## config.mk

```make
export PLATFORM = sky130hd
export DESIGN_NAME = event_fifo_arbiter
export DESIGN_NICKNAME = d
export VERILOG_FILES = /design/src/rtl/event_arb_pkg.sv /design/src/rtl/rr_arbiter.sv /design/src/rtl/event_fifo_arbiter.sv
export SDC_FILE = /design/constraint.sdc
export NUM_CORES = 1
export LEC_CHECK = 0
export BUFFER_PORTS_ARGS = -buffer_cell sky130_fd_sc_hd__buf_2
export CORE_UTILIZATION = 59
export CTS_BUF_LIST = sky130_fd_sc_hd__clkbuf_8
export CTS_CLUSTER_SIZE = 10
export DETAILED_ROUTE_END_ITERATION = 7
export PLACE_DENSITY = 0.87
export RECOVER_POWER = 100
export SYNTH_ARGS = -nofsm -noshare
export SYNTH_HDL_FRONTEND = slang
export SYNTH_SLANG_ARGS = --single-unit
export TNS_END_PERCENT = 100
```

## constraint.sdc

```tcl
create_clock -name clock -period 3.65 [get_ports clock]
set_input_delay 0.365 -clock clock [delete_from_list [all_inputs] [get_ports clock]]
set_output_delay 0.365 -clock clock [all_outputs]
set_load 0.01 [all_outputs]
```

## src/rtl/event_arb_pkg.sv

```systemverilog
// Shared types and field-offset helpers for the event FIFO arbiter.
// The drop statistics counter is enabled with EVENT_ARB_STATS_EN.
package event_arb_pkg;

    typedef enum logic [1:0] {
        OFF   = 2'd0,
        RUN   = 2'd1,
        DRAIN = 2'd2
    } state_t;

    localparam int DROP_W   = 16;
    localparam int TIME_LSB = 0;

    function automatic int ch_width(input int n_ch);
        return (n_ch > 2) ? $clog2(n_ch) : 1;
    endfunction

    function automatic int ch_lsb(input int time_w);
        return TIME_LSB + time_w;
    endfunction

    function automatic int lost_bit(input int time_w, input int ch_w);
        return ch_lsb(time_w) + ch_w;
    endfunction

endpackage

```

## src/rtl/rr_arbiter.sv

```systemverilog
// Combinational round-robin pick: first requester at or after ptr,
// wrapping modulo N_CH.
module rr_arbiter
    import event_arb_pkg::*;
#(
    parameter int N_CH = 4,
    parameter int CH_W = ch_width(N_CH)
) (
    input  logic [N_CH-1:0] req,
    input  logic [CH_W-1:0] ptr,
    output logic            gnt_valid,
    output logic [CH_W-1:0] gnt_idx
);

    logic [CH_W-1:0] idx;

    // Walk from the farthest offset down so the nearest request wins.
    always_comb begin
        gnt_valid = 1'b0;
        gnt_idx   = '0;
        idx       = '0;
        for (int k = N_CH - 1; k >= 0; k--) begin
            idx = CH_W'((int'(ptr) + k) % N_CH);
            if (req[idx]) begin
                gnt_valid = 1'b1;
                gnt_idx   = idx;
            end
        end
    end

endmodule

```

## src/rtl/event_fifo_arbiter.sv

```systemverilog
// Edge-captures per-channel time words and grants them round-robin
// into one FIFO write port. Drop counter built only with EVENT_ARB_STATS_EN.
module event_fifo_arbiter
    import event_arb_pkg::*;
#(
    parameter  int N_CH   = 4,
    parameter  int TIME_W = 11,
    localparam int CH_W   = ch_width(N_CH),
    localparam int DATA_W = 1 + CH_W + TIME_W
) (
    input  logic                   clock,
    input  logic                   reset_n,
    input  logic                   arm,
    input  logic [N_CH*TIME_W-1:0] ch_time,
    input  logic [N_CH-1:0]        ch_valid,
    input  logic                   fifo_full,
    output logic                   fifo_wr_en,
    output logic [DATA_W-1:0]      fifo_data,
    output logic                   idle,
    output logic [DROP_W-1:0]      drop_count
);

    localparam int CH_LSB   = ch_lsb(TIME_W);
    localparam int LOST_BIT = lost_bit(TIME_W, CH_W);

    state_t            state;
    state_t            state_nx;
    logic [N_CH-1:0]   prev_valid;
    logic [N_CH-1:0]   pending;
    logic [N_CH-1:0]   lost;
    logic [TIME_W-1:0] hold [N_CH];
    logic [CH_W-1:0]   rr_ptr;

    logic [N_CH-1:0]   rise;
    logic [N_CH-1:0]   gnt_oh;
    logic [N_CH-1:0]   cap;
    logic [N_CH-1:0]   ovr;
    logic              gnt_valid;
    logic [CH_W-1:0]   gnt_idx;
    logic              grant_en;

    rr_arbiter #(
        .N_CH (N_CH),
        .CH_W (CH_W)
    ) u_rr (
        .req       (pending),
        .ptr       (rr_ptr),
        .gnt_valid (gnt_valid),
        .gnt_idx   (gnt_idx)
    );

    assign rise     = ch_valid & ~prev_valid;
    assign grant_en = (state != OFF) && !fifo_full && gnt_valid;

    // A channel being granted this cycle frees its slot for a new capture.
    always_comb begin
        gnt_oh = '0;
        cap    = '0;
        ovr    = '0;
        if (grant_en) gnt_oh[gnt_idx] = 1'b1;
        if (state == RUN) begin
            cap = rise & (~pending | gnt_oh);
            ovr = rise & pending & ~gnt_oh;
        end
    end

    always_comb begin
        state_nx = state;
        unique case (state)
            OFF:     if (arm) state_nx = RUN;
            RUN:     if (!arm) state_nx = DRAIN;
            DRAIN: begin
                if (arm) state_nx = RUN;
                else if (pending == '0) state_nx = OFF;
            end
            default: state_nx = OFF;
        endcase
    end

    always_ff @(posedge clock or negedge reset_n) begin
        if (!reset_n) begin
            state      <= OFF;
            prev_valid <= '0;
            pending    <= '0;
            lost       <= '0;
            rr_ptr     <= '0;
            fifo_wr_en <= 1'b0;
            fifo_data  <= '0;
            for (int i = 0; i < N_CH; i++) hold[i] <= '0;
        end else begin
            state      <= state_nx;
            prev_valid <= ch_valid;
            pending    <= (pending & ~gnt_oh) | cap;
            lost       <= (lost & ~gnt_oh) | ovr;
            fifo_wr_en <= grant_en;
            if (grant_en) begin
                fifo_data[LOST_BIT]            <= lost[gnt_idx];
                fifo_data[CH_LSB +: CH_W]      <= gnt_idx;
                fifo_data[TIME_LSB +: TIME_W]  <= hold[gnt_idx];
                rr_ptr <= (int'(gnt_idx) == N_CH - 1) ? '0
                                                      : gnt_idx + 1'b1;
            end
            for (int i = 0; i < N_CH; i++) begin
                if (cap[i]) hold[i] <= ch_time[i*TIME_W +: TIME_W];
            end
        end
    end

    assign idle = (state == OFF) && (pending == '0);

`ifdef EVENT_ARB_STATS_EN
    localparam int SUM_W = DROP_W + 1;

    logic [DROP_W-1:0] drop_q;
    logic [SUM_W-1:0]  drop_sum;

    assign drop_sum = {1'b0, drop_q} + SUM_W'($countones(ovr));

    always_ff @(posedge clock or negedge reset_n) begin
        if (!reset_n) drop_q <= '0;
        else drop_q <= drop_sum[DROP_W] ? '1 : drop_sum[DROP_W-1:0];
    end

    assign drop_count = drop_q;
`else
    assign drop_count = '0;
`endif

endmodule

```

==> run summary, run 1 <==
Final Slew Violations: 0
DR vias: 2438
Main synth FF type: dfrtp_1
DP Area: 0.003695 mm²
gp weighted congestion: 0.8554
CTS resizes: 0
design area: 0.003802 mm²
Detail Route Antenna Nets: 0
Clk Latency, worst-skew pair: 350 ps
Post-DP HPWL: 5013 µm
clock root cell: clkbuf_8
Die W: 77.77 µm
sequential area share after synthesis: 0.5541
Slew HR: 0.01572
Hold Fails Final Rpt: 0
setup slack, reg-to-reg: 570 ps
Post-route DRC: 0
DIE AREA: 0.006047 mm²
ratio of cells with drive above 1 in the final layout: 0.2180
RR Endpoint: hold[30]$_DFFE_PN0P_
post-route clock skew: 6.406 ps
Max stage delay on crit path: 630 ps
Final Setup Violations: 0
CP startpoint: pending[2]$_DFF_PN0_
Total Wirelength: 7039 µm
Initial Util: 0.6151
PortBufs: 67
critical path's slowest cell: or4_1
H-tree depth: 3
FFs w/ async S/R, synth: 1.000
internal power: 1.982 mW
Row Count: 27
Slew @ Worst Pin: 1476 ps
Max VDD drop: 0.0005248 V
worst path bufs/invs: 1
power share of the clock group: 0.193
Synth cell types: 38
mapped cell area: 0.003387 mm²
Yosys reg bits: 75
Mapped Cells: 296
Largest delay share family, worst path: simple AND/OR/NAND/NOR gates
Hold Crit Class: in2reg
Net Sw Frac: 0.3737
area leader, netlist: dfrtp_1
FILL cells: 423
# hold bufs at CTS: 0
count leader, synth: dfrtp_1
crit path max fanout: 17
Net Switching: 1.183 mW
Startpoint Class: flop
WP data arrival: 3300 ps
Max Cap Violations: 0
drt wl/cell: 16.03 µm
CTS sink count: 75
power per cell area: 832.2 mW/mm²
number of diodes: 0
Remaining Overflow, GRT: 0
Pre-antenna DRT Iters: 4
Setup TNS: 0 ps
Flop pwr share: 0.459
Final Critical Period: 3079 ps
Synth top area share: 0.5541
status: completed
Hold Path Depth: 1
Comb pwr share: 0.347
worst hold path startpoint: ch_valid[0]
first-pass GRT wire length: 11760 µm
CTS tree: yes
gr usage total: 0.2606
number of flops mapped to enable cells by yosys: 0
crit-path cells: or4_1, nand2_4, inv_4, a21bo_1, o21ai_0, and2_0, mux2_1
Clock Path Buffers: 2
CP endpoint kind: flop
Critical R2R Launch: pending[2]$_DFF_PN0_
RSZ-0062 raised after global routing: no
hold worst-path end: prev_valid[0]$_DFF_PN0_
Num CTS Buffers: 9
Setup Fix Bufs, Post-CTS: 0
CP Data Required Time: 3870 ps
initial DRC count: 252
largest net degree at the start of global routing: 48
maximum clock rate: 324.7 MHz
antenna violations before repair: 0
Die Height: 77.77 µm
Ports: 84
fin util: 0.6905
vias per cell: 5.554
area of the core: 0.005507 mm²
R2R depth: 7
Syn. warnings: 0
leakage power: 1.875 nW
Avg Cell Area, Syn: 11.44 µm²
vias in the first global route: 2420
Area contributors post-synth: dfrtp_1 (55%), mux2_1 (7.0%), nand2_1 (6.6%)
Area Overhead vs Synth: 12.26%
Worst-path clk slew: 70 ps
CP Class: reg2reg
period utilisation layout: 0.8437
top cells by count, synth: dfrtp_1 (75), nand2_1 (60), a21oi_1 (32), mux2_1 (21), buf_4 (17)
fin nets: 415
==> state kept, by name, indices dropped and copies added (netlist names) <==
name        count
fifo_wr_en      1
lost            4
fifo_data      14
pending         4
prev_valid      4
state           2
hold           44
rr_ptr          2
==> cell usage in the layout (no fill, tap or decap), types with 2 or more instances in the layout <==
master	n
buf_2	49
dfrtp_1	75
nand2b_1	5
a211o_1	12
o21bai_1	2
nor3b_1	4
o21ai_0	3
inv_1	5
clkbuf_1	18
conb_1	16
nor2_1	8
mux2_1	30
clkbuf_8	10
nor2b_1	3
a21oi_1	32
nand2_1	60
mux2_2	13
==> metal layers <==
| layer | GRT usage | share of wire |
|---|---|---|
| met5 | 0 | 0 |
| met4 | 0.09245 | 0.020 |
| met3 | 0.05647 | 0.059 |
| met2 | 0.4301 | 0.50 |
| met1 | 0.3400 | 0.42 |
==> power by group through the flow <==
| stage | Clock (mW) | Sequential [mW] | Combinational [mW] |
|---|---|---|---|
| final | 0.611 | 1.45 | 1.10 |
| after global routing | 0.654 | 1.49 | 1.23 |
| after floorplan | 0 | 1.41 | 0.891 |
| after CTS | 0.613 | 1.45 | 1.18 |
| after global placement | 0 | 1.44 | 1.11 |
| after detailed placement | 0 | 1.46 | 1.17 |
==> cells by family after synthesis <==
logic type,synth area share
adders and majority gates,0.003694
other,0.001107
muxes,0.1603
and+or+nand+nor,0.1171
buffers and inverters,0.05984
DFF,0.5541
AOI/OAI and AO/OA,0.1038
==> cell type report <==
| type | count | area (µm²) | share of cell area |
|---|---|---|---|
| clock inverter | 6 | 50.05 | 0.01316 |
| tap | 72 | 90.09 | 0.02369 |
| timing repair buffer | 69 | 325.3 | 0.08555 |
| sequential | 75 | 1877 | 0.4936 |
| multi-input combinational | 204 | 1309 | 0.3442 |
| clock buffer | 10 | 137.6 | 0.03620 |
| inverter | 3 | 13.76 | 0.003620 |
==> how the worst max path moves through the flow <==
stage | to | slack, ps | cells past startpoint
after floorplan | hold[10]$_DFFE_PN0P_ | 1190 | 12
after global placement | hold[1]$_DFFE_PN0P_ | 830 | 10
after detailed placement | hold[6]$_DFFE_PN0P_ | 720 | 10
after CTS | hold[6]$_DFFE_PN0P_ | 710 | 10
after global routing | hold[30]$_DFFE_PN0P_ | 350 | 7
final | hold[30]$_DFFE_PN0P_ | 570 | 7
==> through the flow <==
step / setup WS (ps) / hold WS, ps / total power, mW / cells
2_1_floorplan: 1191 / 69.41 / 2.301 / 311
3_3_place_gp: 828.1 / 405.0 / 2.557 / 423
3_5_place_dp: 723.0 / 413.7 / 2.632 / 423
4_1_cts: 707.4 / 41.19 / 3.246 / 439
5_1_grt: 350.7 / 132.7 / 3.372 / 439
6_report: 570.6 / 141.0 / 3.164 / 439
Note: power is estimated with default switching activity, not from simulation.
==> run 2, diff against run 1 <==
Settings changed: ABC_AREA from default to 1, CORE_UTILIZATION 59 to 56, PLACE_DENSITY 0.87 to 0.82.
Clock period 3.65 ns to 3.02 ns, I/O delays scaled along.
==> run 2 against run 1 <==
Net effect: the flow now finishes with violations (capacitance limit, slew limit); final area is 14% higher; sequential share of layout area is 6.1 points lower; synthesized cell count is 71% higher; critical endpoint is now hold[23]$_DFFE_PN0P_; sequential cell count stayed put; die area is 20% higher; non-clock buffer count is 6 higher.
==> run summary, run 2 <==
Yosys reg bits: 75 (unchanged)
Remaining Overflow, GRT: 0 (unchanged)
Row Count: 29 (+7.4%)
Net Switching: 2.523 mW (+110%)
dpl ws: 502.7 ps (-220.2 ps)
Syn. warnings: 0 (unchanged)
Pre-antenna DRT Iters: 5 (+1)
Slew @ Worst Pin: 1809 ps (+332.6 ps)
Flop pwr share: 0.321 (-0.138)
fin util: 0.6675 (-0.02302)
CP Class: reg2reg
Startpoint Class: flop
mapped cell area: 0.003869 mm² (+14%)
DIE AREA: 0.007245 mm² (+20%)
Clock Path Buffers: 2 (unchanged)
area of the core: 0.006495 mm² (+18%)
Post-DP HPWL: 6293 µm (+26%)
most flop-heavy register: hold
biggest regs: hold: 44 flops, fifo_data: 14 flops
antenna violations before repair: 0 (unchanged)
Worst-path clk slew: 80 ps (about the same)
Num CTS Buffers: 9 (unchanged)
Initial Util: 0.5956 (-0.01944)
gr usage total: 0.2657 (+0.005130)
initial DRC count: 256 (+1.6%)
fin nets: 621 (+50%)
Total Wirelength: 8674 µm (+23%)
maximum clock rate: 379.2 MHz (+17%)
power share of the clock group: 0.161 (-0.032)
internal power: 2.857 mW (+44%)
area leader, netlist: dfrtp_1
Avg Cell Area, Syn: 7.631 µm² (-33%)
vias in the first global route: 3168 (+31%)
Post-route DRC: 0 (unchanged)
clock root cell: clkbuf_8
Setup TNS: 0 ps (unchanged)
count leader, synth: nand2_1
final setup margin: 382.6 ps (-188.0 ps)
Final Setup Violations: 0 (unchanged)
post-route clock skew: 10.98 ps (+4.578 ps)
sequential area share after synthesis: 0.4851 (-0.06900)
Die Height: 85.12 µm (+9.5%)
number of diodes: 0 (unchanged)
CTS tree: yes
DR vias: 3371 (+38%)
WP data arrival: 2870 ps (-430 ps)
Main synth FF type: dfrtp_1
Detail Route Antenna Nets: 0 (unchanged)
Area contributors post-synth: dfrtp_1 (49%), nand2_1 (16%), nand3_1 (13%)
Max Cap Violations: 1 (+1)
Ports: 84 (unchanged)
most frequent cells in the layout: nand2_1 (163), nand3_1 (102), dfrtp_1 (75)
first-pass GRT wire length: 14980 µm (+27%)
drt wl/cell: 13.34 µm (-17%)
Final Critical Period: 2637 ps (-442.0 ps)
top cells by count, synth: nand2_1 (162), nand3_1 (100), dfrtp_1 (75), inv_1 (57), buf_4 (20)
CP endpoint kind: flop
Die W: 85.12 µm (+9.5%)
commonest non-fill, non-tap cell in the layout: nand2_1
Hold Path Depth: 1 (unchanged)
ratio of cells with drive above 1 in the final layout: 0.1658 (-0.05219)
Comb pwr share: 0.518 (+0.171)
PortBufs: 67 (unchanged)
Mapped Cells: 507 (+71%)
Net Sw Frac: 0.4690 (+0.09521)
H-tree depth: 3 (unchanged)
period utilisation layout: 0.8733 (+0.02965)
Max VDD drop: 0.0006127 V (+17%)
CTS sink count: 75 (unchanged)
crit path max fanout: 25 (+8)
Clk Latency, worst-skew pair: 350 ps (about the same)
Area Overhead vs Synth: 12.06%
gp weighted congestion: 0.9163 (+7.1%)
Largest register FFs: 44 (unchanged)
Final Slew Violations: 76 (+76)
vias per cell: 5.186 (-6.6%)
power per cell area: 1241 mW/mm² (+49%)
number of flops mapped to enable cells by yosys: 0 (unchanged)
leakage power: 2.469 nW (+32%)
CP Data Required Time: 3250 ps (-620 ps)
Synth cell types: 25 (-34%)
largest net degree at the start of global routing: 76 (+58%)
Hold Fails Final Rpt: 0 (unchanged)
Setup Fix Bufs, Post-CTS: 0 (unchanged)
Hold Crit Class: in2reg
status: finished with violations
FFs w/ async S/R, synth: 1.000 (unchanged)
Synth top area share: 0.4851 (-0.06900)
R2R depth: 14 (+7)
RSZ-0062 raised after global routing: no
Slew HR: -0.2060 (-0.2217)
failing checks: capacitance limit, slew limit
## run 2: cells by family (layout without fill, tap and decap cells)
logic type	count (synthesis)	count (layout)	share of synthesized area
AND/OR/NAND/NOR	302	302	0.3438
flip-flops	75	75	0.4851
AO/OA/AOI/OAI	22	22	0.03169
other	1	16	0.0009693
adder cells (fa/ha/maj)	1	1	0.003234
XOR/XNOR	1	1	0.002264
buffers and inverters	105	156	0.1329
## run 2: final cells by class
type	count	area, µm²
fill	577	2160
sequential	75	1877
multi-input combinational	342	1519
timing repair buffer	75	374.1
inverter	65	244.0
clock buffer	10	137.6
tap	77	96.34
clock inverter	6	87.58
## run 2: timing repair
action	in CTS	in global routing
hold endpoints to repair	70	0
resized for setup	0	0
hold buffers	1	0
## run 2: power groups by stage
stage          Combinational (mW)  Sequential, mW  Clock (mW)
6_report                     2.79            1.73       0.869
5_1_grt                      3.16            1.78       0.926
4_1_cts                      2.81            1.72       0.880
3_5_place_dp                 2.79            1.73           0
3_3_place_gp                 2.73            1.72           0
2_1_floorplan                2.22            1.69           0
## run 2: metrics by stage
step	area [µm²]	power, mW	cells	hold WS [ps]
global placement	4151	4.443	633	359.8
detailed placement	4151	4.520	633	364.0
CTS	4387	5.411	650	61.74
global route	4335	5.861	650	52.75
floorplan	3925	3.910	522	6.409
finish	4335	5.380	650	67.49
## run 2: per-layer routing
metal  track usage  part of all wire  up-vias
met4       0.08937             0.014        0
met5             0                 0        -
met2        0.4025              0.46      134
met1        0.3882              0.46     1552
met3       0.04864             0.062       13
li1              -                 -     1672
## run 2: path summary, 6_finish.rpt
check	from	slack [ps]	end
worst max-delay path	rr_ptr[0]$_DFFE_PN0P_	380	hold[23]$_DFFE_PN0P_
worst min-delay path	ch_valid[3]	70	prev_valid[3]$_DFF_PN0_
worst max register to register	rr_ptr[0]$_DFFE_PN0P_	380	hold[23]$_DFFE_PN0P_
worst min register to register	hold[34]$_DFFE_PN0P_	480	hold[34]$_DFFE_PN0P_
max in group asynchronous	reset_n	890	hold[0]$_DFFE_PN0P_
min in group asynchronous	reset_n	1030	hold[35]$_DFFE_PN0P_
## run 2: worst max-delay path, cell delays in order (launching register included)
cell and delay, ps:
dfrtp_1 540, inv_2 120, nand2_1 100, nand3_1 110
nand2_1 90, nand3_1 130, nand2_2 110, nand2_2 260
nand2_2 170, buf_4 200, nand2_1 90, nand2_2 230
nand2_2 200, nand2_1 110, nand2_1 50
==> run 3, diff against run 2 <==
Settings changed: ABC_CLOCK_PERIOD_IN_PS from default to 3020, CORE_ASPECT_RATIO from default to 1.5, GPL_TIMING_DRIVEN from default to 0.
==> run 3 against run 2 <==
Net effect: the flow still finishes with violations (capacitance limit, slew limit); combinational power increased by 3%; die area about the same; sequential share of layout area decreased by 1.6 points; clock-buffer cell count unchanged; routed wire length decreased by 3.1%; critical path depth increased by 1; clock skew about the same.
==> run summary, run 3 (synthesis results as in run 2) <==
Max VDD drop: 0.0006050 V (-1.3%)
CP endpoint kind: flop
Final Setup Violations: 0 (unchanged)
Remaining Overflow, GRT: 0 (unchanged)
Worst-path clk slew: 80 ps (about the same)
DIE AREA: 0.007252 mm² (about the same)
commonest non-fill, non-tap cell in the layout: nand2_1
drt wl/cell: 12.35 µm (-7.5%)
ratio of cells with drive above 1 in the final layout: 0.1851 (+0.01933)
Area Overhead vs Synth: 16.33%
most flop-heavy register: hold
maximum clock rate: 383.5 MHz (+1.1%)
post-route clock skew: 10.59 ps (-0.3954 ps)
first-pass GRT wire length: 14890 µm (-0.59%)
Num CTS Buffers: 9 (unchanged)
area of the core: 0.006576 mm² (+1.3%)
CTS tree: yes
clock root cell: clkbuf_8
Max Cap Violations: 1 (unchanged)
Startpoint Class: flop
Setup Fix Bufs, Post-CTS: 0 (unchanged)
Final Slew Violations: 76 (unchanged)
Ports: 84 (unchanged)
vias in the first global route: 3394 (+7.1%)
Clock Path Buffers: 2 (unchanged)
Total Wirelength: 8409 µm (-3.1%)
Min Hold Slack: 54.66 ps (-12.82 ps)
dpl ws: 562.8 ps (+60.09 ps)
Hold Crit Class: in2reg
PortBufs: 67 (unchanged)
leakage power: 2.576 nW (+4.3%)
power per cell area: 1208 mW/mm² (-2.7%)
gp weighted congestion: 0.9330 (+1.8%)
initial DRC count: 187 (-27%)
CP Class: reg2reg
Final Critical Period: 2608 ps (-29.58 ps)
Flop pwr share: 0.311 (-0.010)
biggest regs: hold: 44 flops, fifo_data: 14 flops
failing checks: capacitance limit, slew limit
CTS sink count: 75 (unchanged)
# hold bufs at CTS: 0 (-1)
fin util: 0.6844 (+0.01686)
CTS resizes: 0 (unchanged)
Net Sw Frac: 0.4553 (-0.01362)
crit path max fanout: 10 (-60%)
Pre-antenna DRT Iters: 5 (unchanged)
final setup margin: 412.2 ps (+29.58 ps)
status: finished with violations
Detail Route Antenna Nets: 0 (unchanged)
WP data arrival: 2900 ps (+30 ps)
Net Switching: 2.475 mW (-1.9%)
Clk Latency, worst-skew pair: 370 ps (+20 ps)
power share of the clock group: 0.160 (about the same)
Largest register FFs: 44 (unchanged)
Initial Util: 0.5883 (-0.007366)
Slew HR: -0.2143 (-0.008328)
CP Data Required Time: 3310 ps (+60 ps)
Slew @ Worst Pin: 1822 ps (+12.49 ps)
most frequent cells in the layout: nand2_1 (170), nand3_1 (103), dfrtp_1 (75)
number of diodes: 0 (unchanged)
Row Count: 36 (+24%)
fin nets: 653 (+5.2%)
Post-DP HPWL: 6353 µm (+0.96%)
DR vias: 3449 (+2.3%)
antenna violations before repair: 0 (unchanged)
gr usage total: 0.2592 (-0.006540)
Die W: 69.87 µm (-18%)
vias per cell: 5.065 (-2.3%)
Hold Fails Final Rpt: 0 (unchanged)
period utilisation layout: 0.8635 (-0.009794)
largest net degree at the start of global routing: 76 (unchanged)
Comb pwr share: 0.528 (+0.010)
RSZ-0062 raised after global routing: no
Die Height: 103.8 µm (+22%)
H-tree depth: 3 (unchanged)
Post-route DRC: 0 (unchanged)
Setup TNS: 0 ps (unchanged)
internal power: 2.961 mW (+3.6%)
## run 3: changes by cell type in the layout (fill, tap and decap cells not counted), moves of 2 or more
cell	delta
buf_4	+14
buf_2	+9
clkbuf_1	+9
nand2_1	+7
nand2_2	-7
clkinvlp_4	+2
## run 3: final timing paths
check                      slack, ps             startpoint  depth (start not counted)                       to
max                              410  rr_ptr[0]$_DFFE_PN0P_                         15     hold[10]$_DFFE_PN0P_
min                               50            ch_valid[2]                          1  prev_valid[2]$_DFF_PN0_
max reg2reg                      410  rr_ptr[0]$_DFFE_PN0P_                         15     hold[10]$_DFFE_PN0P_
min reg2reg                      470   state[0]$_DFFE_PN0P_                          1     state[0]$_DFFE_PN0P_
max in group asynchronous       1500                reset_n                          1     hold[32]$_DFFE_PN0P_
min in group asynchronous        390                reset_n                          1  prev_valid[0]$_DFF_PN0_
## run 3: final cells by class
class	instances	area, µm²
Sequential cell	75	1877
Buffer	40	244.0
Timing Repair Buffer	67	315.3
Clock buffer	10	137.6
Inverter	65	244.0
Tap cell	76	95.09
Multi-Input combinational cell	342	1499
Clock inverter	6	88.84
Fill cell	596	2076
## run 3: metal layers
metal / vias to the layer above / part of all wire / wire length, µm / GRT usage
li1: 1739 / - / - / -
met1: 1588 / 0.42 / 3516 / 0.3062
met2: 101 / 0.50 / 4215 / 0.4409
met3: 21 / 0.050 / 418 / 0.07198
met4: 0 / 0.031 / 259 / 0.1029
met5: - / 0 / 0 / 0
## run 3: power by group through the flow
stage | clock network, mW | logic [mW] | registers, mW
6_report | 0.871 | 2.87 | 1.69
4_1_cts | 0.877 | 2.96 | 1.69
3_5_place_dp | 0 | 2.93 | 1.70
3_3_place_gp | 0 | 2.84 | 1.69
2_1_floorplan | 0 | 2.22 | 1.69
5_1_grt | 0.935 | 3.28 | 1.74
## run 3: critical path: stages (launching register included)
cell	delay [ps]
dfrtp_1	370
buf_6	140
xnor2_1	220
nand2_1	100
nand3_1	170
nand2_2	70
nand2_1	220
nand2_2	150
buf_4	200
ha_1	190
nand2_1	90
nand2_1	70
nand3_1	120
buf_2	230
nor2_1	60
a21oi_1	130
## run 3: through the flow
stage	total power [mW]	instance area, µm²	std cells
3_3_place_gp	4.527	4355	665
2_1_floorplan	3.910	3925	522
6_report	5.435	4501	681
5_1_grt	5.956	4501	681
4_1_cts	5.520	4584	681
3_5_place_dp	4.631	4358	665
